## config.mk

```make
export PLATFORM = sky130hd
export DESIGN_NAME = rom_writer_flat
export DESIGN_NICKNAME = d
export VERILOG_FILES = /design/src/rtl/rom_writer_if.sv /design/src/rtl/rom_writer.sv /design/src/flat_wrapper.sv
export SDC_FILE = /design/constraint.sdc
export NUM_CORES = 1
export LEC_CHECK = 0
export CAP_MARGIN = 20
export CELL_PAD_IN_SITES_DETAIL_PLACEMENT = 1
export CELL_PAD_IN_SITES_GLOBAL_PLACEMENT = 1
export CORE_MARGIN = 3
export CORE_UTILIZATION = 38
export DETAILED_ROUTE_END_ITERATION = 16
export GPL_ROUTABILITY_DRIVEN = 0
export PLACE_DENSITY = 0.85
export SLEW_MARGIN = 20
export SYNTH_ARGS = -nofsm -noshare
export SYNTH_HDL_FRONTEND = slang
export SYNTH_SLANG_ARGS = --single-unit
```

## constraint.sdc

```tcl
create_clock -name clk -period 2.7 [get_ports clk]
set_clock_uncertainty 0.2 [all_clocks]
set_input_delay 0.54 -clock clk [delete_from_list [all_inputs] [get_ports clk]]
set_output_delay 0.54 -clock clk [all_outputs]
set_load 0.1 [all_outputs]
```

## src/rtl/rom_writer_if.sv

```systemverilog
// Host-side control and chip-socket pins of the bipolar PROM programmer.
// The master drives host requests and readback; the slave is the sequencer.
interface rom_writer_if #(
  parameter int DATA_WIDTH    = 4,
  parameter int ADDRESS_WIDTH = 8
);
  logic                     address_load;
  logic [ADDRESS_WIDTH-1:0] address_value;
  logic                     write_request;
  logic [DATA_WIDTH-1:0]    write_data;
  logic [DATA_WIDTH-1:0]    data_line_in;
  logic                     busy;
  logic                     done;
  logic                     error;
  logic [3:0]               operation;
  logic [ADDRESS_WIDTH-1:0] address_line;
  logic [DATA_WIDTH-1:0]    data_line;
  logic                     prog_enable;
  logic                     chip_select_n;

  modport master (
    output address_load, address_value, write_request, write_data, data_line_in,
    input  busy, done, error, operation, address_line, data_line, prog_enable, chip_select_n
  );

  modport slave (
    input  address_load, address_value, write_request, write_data, data_line_in,
    output busy, done, error, operation, address_line, data_line, prog_enable, chip_select_n
  );
endinterface

```

## src/rtl/rom_writer.sv

```systemverilog
// Fuse PROM programming sequencer: per-bit setup/pulse/recover/verify with retries.
// Optional pre-write blank check enabled by defining ROM_WRITER_BLANK_CHECK_EN.
module rom_writer #(
  parameter int DATA_WIDTH     = 4,
  parameter int ADDRESS_WIDTH  = 8,
  parameter int SETUP_CYCLES   = 4,
  parameter int PULSE_CYCLES   = 8,
  parameter int RECOVER_CYCLES = 4,
  parameter int MAX_RETRIES    = 3
) (
  input  logic        clk,
  input  logic        reset_n,
  rom_writer_if.slave bus
);
  localparam int CMAX = (SETUP_CYCLES > PULSE_CYCLES) ?
                        ((SETUP_CYCLES > RECOVER_CYCLES) ? SETUP_CYCLES : RECOVER_CYCLES) :
                        ((PULSE_CYCLES > RECOVER_CYCLES) ? PULSE_CYCLES : RECOVER_CYCLES);
  localparam int CW = $clog2(CMAX + 1);
  localparam int IW = $clog2(DATA_WIDTH + 1);
  localparam int RW = (MAX_RETRIES > 0) ? $clog2(MAX_RETRIES + 1) : 1;
  localparam logic [DATA_WIDTH-1:0] ONE = DATA_WIDTH'(1);

  typedef enum logic [3:0] {
    IDLE = 4'd0, SCAN = 4'd1, SETUP = 4'd2, PULSE = 4'd3, RECOVER = 4'd4,
    VERIFY = 4'd5, DONE = 4'd6, ERROR = 4'd7, BLANK = 4'd8
  } state_t;

  state_t                   state;
  logic [DATA_WIDTH-1:0]    target;
  logic [DATA_WIDTH-1:0]    data_line;
  logic [ADDRESS_WIDTH-1:0] addr;
  logic [IW-1:0]            idx;
  logic [RW-1:0]            retry;
  logic [CW-1:0]            cnt;
  logic                     prog_enable, cs_n, done, error;

  // Current bit of the target word and of the chip readback.
  logic [DATA_WIDTH-1:0] tshift, rshift;
  assign tshift = target >> idx;
  assign rshift = bus.data_line_in >> idx;

  always_ff @(posedge clk or negedge reset_n) begin
    if (!reset_n) begin
      state       <= IDLE;
      target      <= '0;
      data_line   <= '0;
      addr        <= '0;
      idx         <= '0;
      retry       <= '0;
      cnt         <= '0;
      prog_enable <= 1'b0;
      cs_n        <= 1'b1;
      done        <= 1'b0;
      error       <= 1'b0;
    end else begin
      done <= 1'b0;
      case (state)
        IDLE: begin
          cs_n <= 1'b1;
          if (bus.address_load) begin
            addr <= bus.address_value;
          end else if (bus.write_request) begin
            target <= bus.write_data;
            error  <= 1'b0;
            idx    <= '0;
            retry  <= '0;
`ifdef ROM_WRITER_BLANK_CHECK_EN
            cs_n   <= 1'b0;
            cnt    <= CW'(SETUP_CYCLES - 1);
            state  <= BLANK;
`else
            state  <= SCAN;
`endif
          end
        end
`ifdef ROM_WRITER_BLANK_CHECK_EN
        BLANK: begin
          if (cnt == '0) begin
            // A blown fuse where the word wants 0 can never be undone.
            if (|(bus.data_line_in & ~target)) begin
              error <= 1'b1;
              done  <= 1'b1;
              state <= ERROR;
            end else begin
              state <= SCAN;
            end
          end else begin
            cnt <= cnt - 1'b1;
          end
        end
`endif
        SCAN: begin
          if (idx >= IW'(DATA_WIDTH)) begin
            done  <= 1'b1;
            addr  <= addr + 1'b1;
            state <= DONE;
          end else if (tshift[0]) begin
            retry     <= '0;
            cs_n      <= 1'b0;
            data_line <= ONE << idx;
            cnt       <= CW'(SETUP_CYCLES - 1);
            state     <= SETUP;
          end else if (idx == IW'(DATA_WIDTH - 1)) begin
            done  <= 1'b1;
            addr  <= addr + 1'b1;
            state <= DONE;
          end else begin
            idx <= idx + 1'b1;
          end
        end
        SETUP: begin
          if (cnt == '0) begin
            prog_enable <= 1'b1;
            cnt         <= CW'(PULSE_CYCLES - 1);
            state       <= PULSE;
          end else begin
            cnt <= cnt - 1'b1;
          end
        end
        PULSE: begin
          if (cnt == '0) begin
            prog_enable <= 1'b0;
            data_line   <= '0;
            cnt         <= CW'(RECOVER_CYCLES - 1);
            state       <= RECOVER;
          end else begin
            cnt <= cnt - 1'b1;
          end
        end
        RECOVER: begin
          if (cnt == '0) state <= VERIFY;
          else           cnt   <= cnt - 1'b1;
        end
        VERIFY: begin
          if (rshift[0]) begin
            idx   <= idx + 1'b1;
            state <= SCAN;
          end else if (retry < RW'(MAX_RETRIES)) begin
            retry     <= retry + 1'b1;
            data_line <= ONE << idx;
            cnt       <= CW'(SETUP_CYCLES - 1);
            state     <= SETUP;
          end else begin
            error <= 1'b1;
            done  <= 1'b1;
            state <= ERROR;
          end
        end
        DONE, ERROR: begin
          cs_n  <= 1'b1;
          state <= IDLE;
        end
        default: state <= IDLE;
      endcase
    end
  end

  assign bus.busy          = (state != IDLE);
  assign bus.operation     = state;
  assign bus.done          = done;
  assign bus.error         = error;
  assign bus.address_line  = addr;
  assign bus.data_line     = data_line;
  assign bus.prog_enable   = prog_enable;
  assign bus.chip_select_n = cs_n;
endmodule

```

## src/flat_wrapper.sv

```systemverilog
// flat-port wrapper written by rule: the top's interface ports become plain ports
module rom_writer_flat 
#(
  parameter int DATA_WIDTH     = 4,
  parameter int ADDRESS_WIDTH  = 8,
  parameter int SETUP_CYCLES   = 4,
  parameter int PULSE_CYCLES   = 8,
  parameter int RECOVER_CYCLES = 4,
  parameter int MAX_RETRIES    = 3
)
  (clk, reset_n, bus_address_load, bus_address_value, bus_write_request, bus_write_data, bus_data_line_in, bus_busy, bus_done, bus_error, bus_operation, bus_address_line, bus_data_line, bus_prog_enable, bus_chip_select_n);
  rom_writer_if #(.DATA_WIDTH(DATA_WIDTH), .ADDRESS_WIDTH(ADDRESS_WIDTH)) bus_i ();
  input  logic clk;
  input  logic reset_n;
  input wire logic [$bits(bus_i.address_load)-1:0] bus_address_load;
  input wire logic [$bits(bus_i.address_value)-1:0] bus_address_value;
  input wire logic [$bits(bus_i.write_request)-1:0] bus_write_request;
  input wire logic [$bits(bus_i.write_data)-1:0] bus_write_data;
  input wire logic [$bits(bus_i.data_line_in)-1:0] bus_data_line_in;
  output wire logic [$bits(bus_i.busy)-1:0] bus_busy;
  output wire logic [$bits(bus_i.done)-1:0] bus_done;
  output wire logic [$bits(bus_i.error)-1:0] bus_error;
  output wire logic [$bits(bus_i.operation)-1:0] bus_operation;
  output wire logic [$bits(bus_i.address_line)-1:0] bus_address_line;
  output wire logic [$bits(bus_i.data_line)-1:0] bus_data_line;
  output wire logic [$bits(bus_i.prog_enable)-1:0] bus_prog_enable;
  output wire logic [$bits(bus_i.chip_select_n)-1:0] bus_chip_select_n;
  assign bus_i.address_load = bus_address_load;
  assign bus_i.address_value = bus_address_value;
  assign bus_i.write_request = bus_write_request;
  assign bus_i.write_data = bus_write_data;
  assign bus_i.data_line_in = bus_data_line_in;
  assign bus_busy = bus_i.busy;
  assign bus_done = bus_i.done;
  assign bus_error = bus_i.error;
  assign bus_operation = bus_i.operation;
  assign bus_address_line = bus_i.address_line;
  assign bus_data_line = bus_i.data_line;
  assign bus_prog_enable = bus_i.prog_enable;
  assign bus_chip_select_n = bus_i.chip_select_n;
  rom_writer #(.DATA_WIDTH(DATA_WIDTH), .ADDRESS_WIDTH(ADDRESS_WIDTH), .SETUP_CYCLES(SETUP_CYCLES), .PULSE_CYCLES(PULSE_CYCLES), .RECOVER_CYCLES(RECOVER_CYCLES), .MAX_RETRIES(MAX_RETRIES)) u_core (.clk(clk), .reset_n(reset_n), .bus(bus_i));
endmodule
```

# ---- Word level (Yosys, flattened, before mapping)
# Cells that the tools add are included.
dict set report word_totals {
  output_inout_bits 21
  input_bits 20
  wordCells 129
  ff_bits 33
}
dict set report op_classes {
  order_cmp 2
  reduce_logical 21
  bitwise_logic 1
  shift 3
  addsub 4
  n_eq_ne 26
  n_mux 61
}
# op n
set op_table {}
lappend op_table {{2-to-1 mux 4 bit} 21}
lappend op_table {{2-to-1 mux 8 bit} 4}
lappend op_table {{case mux 4 bit (6 select lines)} 1}
lappend op_table {{2-to-1 mux 3 bit} 7}
lappend op_table {{case mux 4 bit (5 select lines)} 1}
lappend op_table {{!= test 2 bit (second input constant)} 9}
lappend op_table {{AND reduction 6 bit} 3}
lappend op_table {{equality test 4 x 3 -> 1 bit (second input constant)} 4}
lappend op_table {{case mux 8 bit (2 select lines)} 1}
lappend op_table {{AND reduction 7 bit} 2}
lappend op_table {{2-to-1 mux 1 bit} 13}
lappend op_table {{2-to-1 mux 2 bit} 6}
lappend op_table {{!= test 2 x 1 -> 1 bit (second input constant)} 6}
lappend op_table {{case mux 4 bit (3 select lines)} 1}
lappend op_table {{case mux 3 bit (3 select lines)} 1}
lappend op_table {{AND reduction 3 bit} 3}
lappend op_table {{adder 8 x 1 -> 8 bit (second input constant)} 1}
lappend op_table {{equality test 4 x 2 -> 1 bit (second input constant)} 2}
lappend op_table {{logical NOT 4 bit} 2}
lappend op_table {{case mux 1 bit (2 select lines)} 4}
lappend op_table {{nonzero test 2 bit} 4}
lappend op_table {{right shift 4 x 3 -> 1 bit} 2}
lappend op_table {{case mux 2 bit (3 select lines)} 1}
lappend op_table {{nonzero test 3 bit} 2}
lappend op_table {{17 further kinds} 17}

# ---- Longest topological paths before layout
# Gate-level depths: netlist of run 1.
dict set report depth {
  depth_word 5
  ltp_mapped 7
  depth_no_buf 7
}

# ---- Least setup slack after synthesis of run 1
# No wires, ideal clock.
dict set report synth_timing {
  path_type {register -> register}
  from {reg u_core.state[2], in the netlist u_core.bus.operation[2]}
  to {reg u_core.target[0]}
  slack_ps -399
  path_stages_with_launch 7
  setup_ps 125
  path_buffers 2
  period_less_slack_ps 3099
  required_time_ps 2375
  arrival_time_ps 2775
  path_cell_list {dfrtp_1 -> clkbuf_1 -> nor3_1 -> inv_1 -> or2_2 -> clkbuf_1 -> mux2_2}
}
dict set report synth_between {
  elab_chain_cells 2
}
# element line_no
set synth_lines {}
lappend synth_lines {{from (decl)} rom_writer.sv:28} ;# state_t state;
lappend synth_lines {{from (signal assigned)} rom_writer.sv:44} ;# state <= IDLE;
lappend synth_lines {{from (signal assigned)} rom_writer.sv:72} ;# state <= SCAN;
lappend synth_lines {{from (signal assigned)} rom_writer.sv:96} ;# state <= DONE;
lappend synth_lines {{logical NOT 4 bit} rom_writer.sv:57} ;# case (state)
lappend synth_lines {{AND reduction 3 bit (no line)} --}
lappend synth_lines {{to (signal assigned)} rom_writer.sv:63} ;# target <= bus.write_data;
lappend synth_lines {{to (decl)} rom_writer.sv:29} ;# logic [DATA_WIDTH-1:0] target;
# No other way between the ends.
# A chain may end at the register's enable or synchronous reset.

# ---- Worst setup path after layout of run 1
dict set report layout_timing {
  from {reg u_core.cnt[0]}
  to {reg u_core.data_line[3], in the netlist u_core.bus.data_line[3]}
}
dict set report layout_between {
  elab_chain_cells 3
}
# element line_no
set layout_lines {}
lappend layout_lines {{from (decl)} rom_writer.sv:34} ;# logic [CW-1:0] cnt;
lappend layout_lines {{from (signal assigned)} rom_writer.sv:101} ;# cnt <= CW'(SETUP_CYCLES - 1);
lappend layout_lines {{from (signal assigned)} rom_writer.sv:114} ;# cnt <= CW'(PULSE_CYCLES - 1);
lappend layout_lines {{from (signal assigned)} rom_writer.sv:117} ;# cnt <= cnt - 1'b1;
lappend layout_lines {{logical NOT 4 bit} rom_writer.sv:121} ;# if (cnt == '0) begin
lappend layout_lines {{!= test 2 x 1 -> 1 bit (no line)} --}
lappend layout_lines {{AND reduction 6 bit (no line)} --}
lappend layout_lines {{to (signal assigned)} rom_writer.sv:100} ;# data_line <= ONE << idx;
lappend layout_lines {{to (signal assigned)} rom_writer.sv:140} ;# data_line <= ONE << idx;
lappend layout_lines {{to (decl)} rom_writer.sv:30} ;# logic [DATA_WIDTH-1:0] data_line;
# No other way between the ends.

==> metrics, run 1 <==
status finished clean; total gr overflow 0; Crit Path Max Fanout 5; Synth top area share 38.87%; max incr delay on CP 440 ps; maxcap violations 0; clock transition at the registers of the reported paths 70 ps; post-CTS setup buffers 0; sequential fraction of the synthesis area 40.19%; Area contributors post-synth dfrtp_1 (39%), ha_1 (5.0%), o21ai_0 (4.8%); Cells after Synth 219; Vias 1837; initial DRC count 129; Setup Crit Path Kind reg2reg; vias in the first global route 1891; drt pass-1 iters 4; Mapped Area 1996 sq um; Sink Count 32; total track usage 18.87%; number of synthesized register bits 32; min Tclk post-route 2378 ps; RSZ-0062 raised after global routing no; clk buf depth 2; final setup vio count 0; row count 25; die area 6158 sq um; worst hold path type reg2reg; layout cells sized above 1 21.56%; dominant cell type by area after synthesis dfrtp_1; Final ANT Viol Nets 0; final setup margin 321.6 ps; initial antenna violation count 0; number of remaining DRC errors 0; post-DR wirelength/cell 16.49 microns; Synth Flop Type dfrtp_1; Detailed Place HPWL 4.162 mm; WP data required 2670 ps; CTS tree done; first-pass GRT wire length 9.121 mm; # H-tree levels 2; slowest cell on the critical path or3b_1; CP arrival 2350 ps; FF+latch area 803.3 sq um; fin. max-slew vios 0; cts repair resizes 0; clock root cell clkbuf_8; CP startpoint kind flop; total core area 4911 sq um; multi-input combinational cell area 1104 sq um; Final Cycle Share 88.09%; Ports 41; largest net degree at the start of global routing 33; Layout fillers 595; Async SR Flop Fraction 100.0%; worst skew pair latency 290 ps; vias per inst 5.467; crit end category flop; Final TNS setup 0 ps; dpl ws 75.56 ps; Nets 296; Die Wd 78.47 microns; Synth Net Count 247; Starting Density 40.64%; # hold bufs at CTS 0; Die Span Y 78.47 microns; syn avg cell area 9.113 sq um; final WL 5.541 mm; yosys warns 0; diode count 0; area grow syn2layout 27.90%; CTS Buf Count 5; critical path cell sequence inv_1 -> ha_1 -> or3b_1 -> o21ai_0 -> nand2_1 -> a211oi_2 -> mux2_2; Port Buf Inserts 39; Hold Vio Cnt, Final 0; Post-synth EDFFs 0; post-synth cell types 53; Fmax achieved 0.4205 GHz
==> registers in the layout, summed over array words and instances, names as in the netlist <==
| register | cells |
|---|---|
| u_core.target | 4 |
| u_core.retry | 2 |
| u_core.bus.error | 1 |
| u_core.bus.address_line | 8 |
| u_core.bus.prog_enable | 1 |
| u_core.bus.done | 1 |
| u_core.bus.data_line | 4 |
| u_core.bus.chip_select_n | 1 |
| u_core.cnt | 4 |
| u_core.bus.operation | 3 |
| u_core.idx | 3 |
==> metrics by stage <==
step	instances	area, sq um	hold slack [ps]	utilization [%]
2_1_floorplan	219	1997	44.41	-
3_3_place_gp	328	2462	278.4	50.14
3_5_place_dp	328	2462	281.8	50.14
4_1_cts	336	2552	290.6	51.97
5_1_grt	336	2552	321.2	51.97
6_report	336	2552	286.0	51.97
==> logic make-up (layout without fill, tap and decap cells) <==
group	Yosys count	count (layout)	share of synthesized area (%)
fa+ha+maj	8	8	5.016
simple gates	79	79	20.19
compound gates	65	65	22.38
mux	13	13	7.523
flops	32	32	40.19
buf+inv	21	71	4.514
other cells	1	1	0.1879
==> final timing paths <==
path,startpoint,endpoint,slack (ps),cells past startpoint
setup / recovery,u_core.cnt[0],u_core.bus.data_line[3],320,7
hold / removal,u_core.bus.address_line[7],u_core.bus.address_line[7],290,1
setup reg to reg,u_core.cnt[0],u_core.bus.data_line[3],320,7
hold reg to reg,u_core.bus.address_line[7],u_core.bus.address_line[7],290,1
max in group asynchronous,reset_n,u_core.bus.chip_select_n,1510,2
min in group asynchronous,reset_n,u_core.cnt[1],460,2
==> cell type report <==
type	instances	area share, %
tap	67	3.284
inverter	13	1.912
sequential	32	31.47
timing repair buffer	50	16.57
clock buffer	8	3.529
multi-input combinational	166	43.24
==> synthesized netlist by cell type, types with 2 or more instances <==
master     n
nand2_1   22
mux2_2     6
or3b_2     2
a211oi_1   3
nor4_1     2
and2b_1    2
nor2b_1    4
a21oi_1   10
o22ai_1    3
and2_1     2
clkbuf_1   6
nor2_1    16
o31ai_1    5
a211o_1    2
dfrtp_1   31
inv_1     13
nor3_1     4
o21ai_0   19
nand2b_1   6
or2_2      4
mux2i_1    6
nand3_1    8
ha_1       8
o31a_1     2
a31oi_1    5
==> worst max-delay path: cells and delay by family, from the launching register on <==
family          cells  cell delay [ps]
compound gates      2              480
fa+ha+maj           1              210
buf+inv             1               70
flops               1              410
mux                 1              360
simple gates        2              530
==> per-layer routing <==
metal,part of all wire (%),track usage (%),vias up
li1,-,-,889
met1,47,24.82,897
met3,3.7,4.358,10
met5,0,0,-
met2,47,30.74,41
met4,1.6,5.944,0
==> layout by cell type, fill, tap and decap left out, types with 2 or more instances in the layout <==
cell              n
dfrtp_1          30
a211oi_1          3
or3b_2            2
and2b_1           2
nand2b_1          6
nor4_1            2
and2_1            2
a31oi_1           5
inv_1            12
nand3_1           8
nand2_1          22
o22ai_1           3
a21oi_1          10
o21ai_0          19
ha_1              8
mux2i_1           6
or2_2             4
clkbuf_8          6
o31a_1            2
o31ai_1           5
buf_4            31
nor3_1            4
nor2_1           16
clkdlybuf4s50_1  19
nor2b_1           4
a211o_1           2
mux2_2            6
clkbuf_1          2
Power of run 1 is left out: the tool's default activity adds up to more than one toggle a clock period on the data nets, which glitch-free logic cannot reach.
==> run 2, diff against run 1 <==
GPL_ROUTABILITY_DRIVEN = default   (was 0)
clock period = 2.5 ns   (was 2.7 ns; I/O delays follow)
==> run 2 against run 1 <==
  * Non-clock buffer count rose by 1
  * Register-to-register slack got worse by 200 ps
  * Highest routed layer unchanged
  * Largest cell class unchanged
  * Cell area rose by 1.1%
  * Critical path type unchanged
  * Maximum frequency hardly changed
==> metrics, run 2 (synthesis gave the netlist of run 1 again) <==
clk buf depth 2; critical path cell sequence mux4_2 -> o211a_4 -> buf_4 -> nor4_1 -> a211o_1; commonest cells after routing, fill and taps aside buf_4 (31), dfrtp_1 (28), nand2_1 (22), o21ai_0 (19), clkdlybuf4s50_1 (19); maxcap violations 0; largest net degree at the start of global routing 33; row count 25; # hold bufs at CTS 0; fin. max-slew vios 0; # H-tree levels 2; total track usage 20.20%; clock root cell clkbuf_8; Final Wtd Congestion 0.8631; number of remaining DRC errors 0; first-pass GRT wire length 9.825 mm; cts repair resizes 0; diode count 0; max incr delay on CP 650 ps; Port Buf Inserts 39; clock transition at the registers of the reported paths 70 ps; Fmax achieved 0.4201 GHz; Vias 1874; min Tclk post-route 2380 ps; area grow syn2layout 29.28%; placed instance area 2487 sq um; final setup vio count 0; Sink Count 32; CTS tree done; crit end category flop; total gr overflow 0; Nets 297; RSZ-0062 raised after global routing no; Detailed Place HPWL 4.258 mm; Hold Slack 305.1 ps; CP startpoint kind flop; multi-input combinational cell area 1104 sq um; Ports 41; CTS Buf Count 5; slowest cell on the critical path mux4_2; Largest register FFs 8; vias in the first global route 1981; drt pass-1 iters 4; worst skew pair latency 290 ps; worst hold path type reg2reg; Setup Crit Path Kind reg2reg; die area 6158 sq um; final WL 5.703 mm; Final ANT Viol Nets 0; fin area 2580 sq um; Crit Path Max Fanout 7; post-CTS setup buffers 0; Starting Density 40.64%; Final Cycle Share 95.21%; initial DRC count 77; layout cells sized above 1 23.33%; CP arrival 2410 ps; met3 routed WL 235 microns; vias per inst 5.561; Hold Vio Cnt, Final 0; Layout fillers 597; initial antenna violation count 0; sum of routed wire segments on met1 2.532 mm; most common cell after layout, fill and taps aside buf_4; total core area 4911 sq um; DR top layer met4; status finished clean; post-DR wirelength/cell 16.92 microns; FF+latch area 808.3 sq um; WL met2 2.847 mm; WP data required 2530 ps; Die Span Y 78.47 microns; Die Wd 78.47 microns
-- run 2: cell types whose count changed in the layout (fill, tap and decap cells not counted), sizes merged --
cell and change:
buf +1, clkbuf -2, clkinv +2
-- run 2: cell type report --
class                   instances  share of cell area (%)
repair buffers                 51                   17.17
clock inverters                 2                  0.3880
inverters                      13                   1.891
flip-flops and latches         32                   31.33
multi-input cells             166                   42.77
clock buffers                   6                   3.201
well taps                      67                   3.249
-- run 2: critical path: cells and delay by family, from the launching register on --
family / cells / cell delay [ps]
AND/OR/NAND/NOR: 1 / 380
buffers and inverters: 1 / 150
flip-flops: 1 / 460
multiplexers: 1 / 650
AO/OA/AOI/OAI: 2 / 460
-- run 2: stage by stage --
stage	setup WS, ps	utilization [%]	cells	TNS, ps
3_5_place_dp	-32.02	50.65	329	-43.20
5_1_grt	26.06	52.54	337	0
3_3_place_gp	-8.229	50.65	329	-8.229
2_1_floorplan	18.61	-	219	0
4_1_cts	101.8	52.54	337	0
6_report	119.7	52.54	337	0
-- run 2: per-layer routing --
| layer | GRT usage, % | up-vias |
|---|---|---|
| li1 | - | 896 |
| met1 | 26.12 | 929 |
| met2 | 33.99 | 41 |
| met3 | 4.358 | 8 |
| met4 | 5.769 | 0 |
| met5 | 0 | - |
-- run 2: final timing paths --
path                                              endpoint  cells after the start  slack (ps)                       start
worst max-delay path            u_core.bus.address_line[4]                      5         120               u_core.idx[0]
worst min-delay path            u_core.bus.address_line[7]                      1         310  u_core.bus.address_line[7]
worst max register to register  u_core.bus.address_line[4]                      5         120               u_core.idx[0]
worst min register to register  u_core.bus.address_line[7]                      1         310  u_core.bus.address_line[7]
max in group asynchronous          u_core.bus.operation[2]                      2        1360                     reset_n
min in group asynchronous          u_core.bus.data_line[2]                      2         410                     reset_n
Power of run 2 is left out for the same reason.
==> run 3, diff against run 2 <==
ABC_AREA = 1   (was default)
CORE_UTILIZATION = 37   (was 38)
CTS_CLUSTER_SIZE = 8   (was default)
GPL_ROUTABILITY_DRIVEN = 0   (was default)
PLACE_DENSITY = 0.86   (was 0.85)
==> run 3 against run 2 <==
  * First-iteration DRC count grew 5.2%
  * Highest routed layer unchanged
  * Non-clock buffer count shrank 10
  * Final cell count increased by 23%
  * Sequential share of layout area decreased by 0.61 points
  * Worst setup slack gained 300 ps
  * Hold slack worse by 30 ps
==> metrics, run 3 <==
Ports 41; fin. max-slew vios 0; vias per inst 4.856; initial antenna violation count 0; total track usage 18.14%; # H-tree levels 2; Hold Vio Cnt, Final 0; Sink Count 32; cts repair resizes 0; R2R depth 9; WHS Path Cells 2; WP data required 2530 ps; final WL 5.365 mm; maxcap violations 0; Die Span Y 81.42 microns; Fmax achieved 0.4807 GHz; CTS tree done; die area 6629 sq um; post-CTS setup buffers 0; clk buf depth 2; row count 26; yosys warns 0; Setup Crit Path Kind reg2reg; Post-Synth XOR/XNOR Area 0.8323%; Mapped Area 2105 sq um; # hold bufs at CTS 0; Cells after Synth 302; clock transition at the registers of the reported paths 60 ps; post-synthesis mux area share 0%; commonest cells after routing, fill and taps aside nand2_1 (131), dfrtp_1 (31), inv_1 (28), nand3_1 (24), nor2_1 (24); number of remaining DRC errors 0; Simple-Gate Fraction of Synth Area 43.16%; Reg2Reg Setup Slack 420 ps; r2r endpoint u_core.bus.address_line[6]; initial DRC count 81; sequential fraction of the synthesis area 38.11%; RSZ-0062 raised after global routing no; Nets 373; main combinational cell family by area after synthesis simple AND/OR/NAND/NOR gates; post-synthesis adder-cell area fraction 4.756%; CP arrival 2110 ps; Async SR Flop Fraction 100.0%; Port Buf Inserts 39; worst skew pair latency 290 ps; Detailed Place HPWL 4.270 mm; Post-synth EDFFs 0; number of synthesized register bits 32; total gr overflow 0; vias in the first global route 2073; Final TNS setup 0 ps; Synth top area share 36.86%; largest net degree at the start of global routing 33; Hold Startpoint u_core.bus.data_line[2]; Final Cycle Share 83.21%; post-synth cell types 33; Hold EP u_core.bus.data_line[2]; most frequent cell after synthesis nand2_1; status finished clean; CP startpoint kind flop; Vias 2020; worst hold path type reg2reg; most frequent cells after synthesis nand2_1 (131), dfrtp_1 (31), inv_1 (28); total core area 5303 sq um; Die Wd 81.42 microns; diode count 0; clock root cell clkbuf_8; Layout fillers 688; Final ANT Viol Nets 0; Synth Net Count 330; first-pass GRT wire length 9.204 mm; CTS Buf Count 5; layout cells sized above 1 15.61%; Compound-Gate Fraction of Synth Area 5.113%; Starting Density 39.69%; most common cell after layout, fill and taps aside nand2_1; Largest register FFs 8; crit end category flop; Crit Path Max Fanout 12; dominant cell type by area after synthesis dfrtp_1; post-DR wirelength/cell 12.90 microns; drt pass-1 iters 4; worst reg2reg startpoint u_core.idx[0]; min Tclk post-route 2080 ps; Synth Flop Type dfrtp_1; area grow syn2layout 24.08%; syn avg cell area 6.969 sq um; final setup vio count 0; Area contributors post-synth dfrtp_1 (37%), nand2_1 (23%), nand3_1 (5.7%)
[run 3: cell type report]
cell class                      count  area (sq um)  share of cell area (%)
Multi-Input combinational cell    232          1137                   43.56
Timing Repair Buffer               41         367.9                   14.09
Sequential cell                    32         802.0                   30.71
Clock buffer                        8         90.09                   3.450
Tap cell                           70         87.58                   3.354
Inverter                           33         126.4                   4.839
[run 3: worst max-delay path by stage]
stage | from | end | slack, ps | cells past startpoint
6_report | u_core.idx[0] | u_core.bus.address_line[6] | 420 | 9
5_1_grt | u_core.idx[0] | u_core.bus.address_line[6] | 210 | 9
3_3_place_gp | bus_write_request | u_core.target[3] | 360 | 8
2_1_floorplan | u_core.bus.operation[0] | u_core.cnt[2] | 30 | 10
3_5_place_dp | bus_write_request | u_core.target[1] | 300 | 8
4_1_cts | u_core.idx[0] | u_core.bus.address_line[6] | 420 | 9
[run 3: logic make-up after synthesis]
group,after synthesis
XOR/XNOR,2
other,1
AO/OA/AOI/OAI,16
AND/OR/NAND/NOR,205
buffers and inverters,38
flip-flops,32
adder cells (fa/ha/maj),8
[run 3: stage by stage]
stage / std cells / setup slack (ps) / hold WS, ps / util, % / area [sq um]
global placement: 408 / 359.2 / 256.8 / 47.55 / 2521
floorplan: 302 / 25.89 / 4.409 / - / 2105
global route: 416 / 212.1 / 291.8 / 49.24 / 2611
CTS: 416 / 420.5 / 280.7 / 49.24 / 2611
detailed placement: 408 / 298.6 / 264.2 / 47.55 / 2521
finish: 416 / 419.8 / 275.5 / 49.24 / 2611
[run 3: critical path: stages (launching register included)]
cell and delay, ps:
dfrtp_1 500, ha_1 260, ha_1 190, nor2_1 220, nor2_1 100, nand2_2 90, nand2_2 150, inv_1 180
nand2_1 80, nand2_1 70
[run 3: per-layer routing]
metal | global-route usage (%) | vias to the layer above | part of all wire (%)
li1 | - | 1024 | -
met2 | 31.43 | 40 | 50
met4 | 6.588 | 0 | 1.6
met3 | 3.728 | 9 | 4.2
met1 | 22.15 | 947 | 45
met5 | 0 | - | 0
Power of run 3 is left out for the same reason.
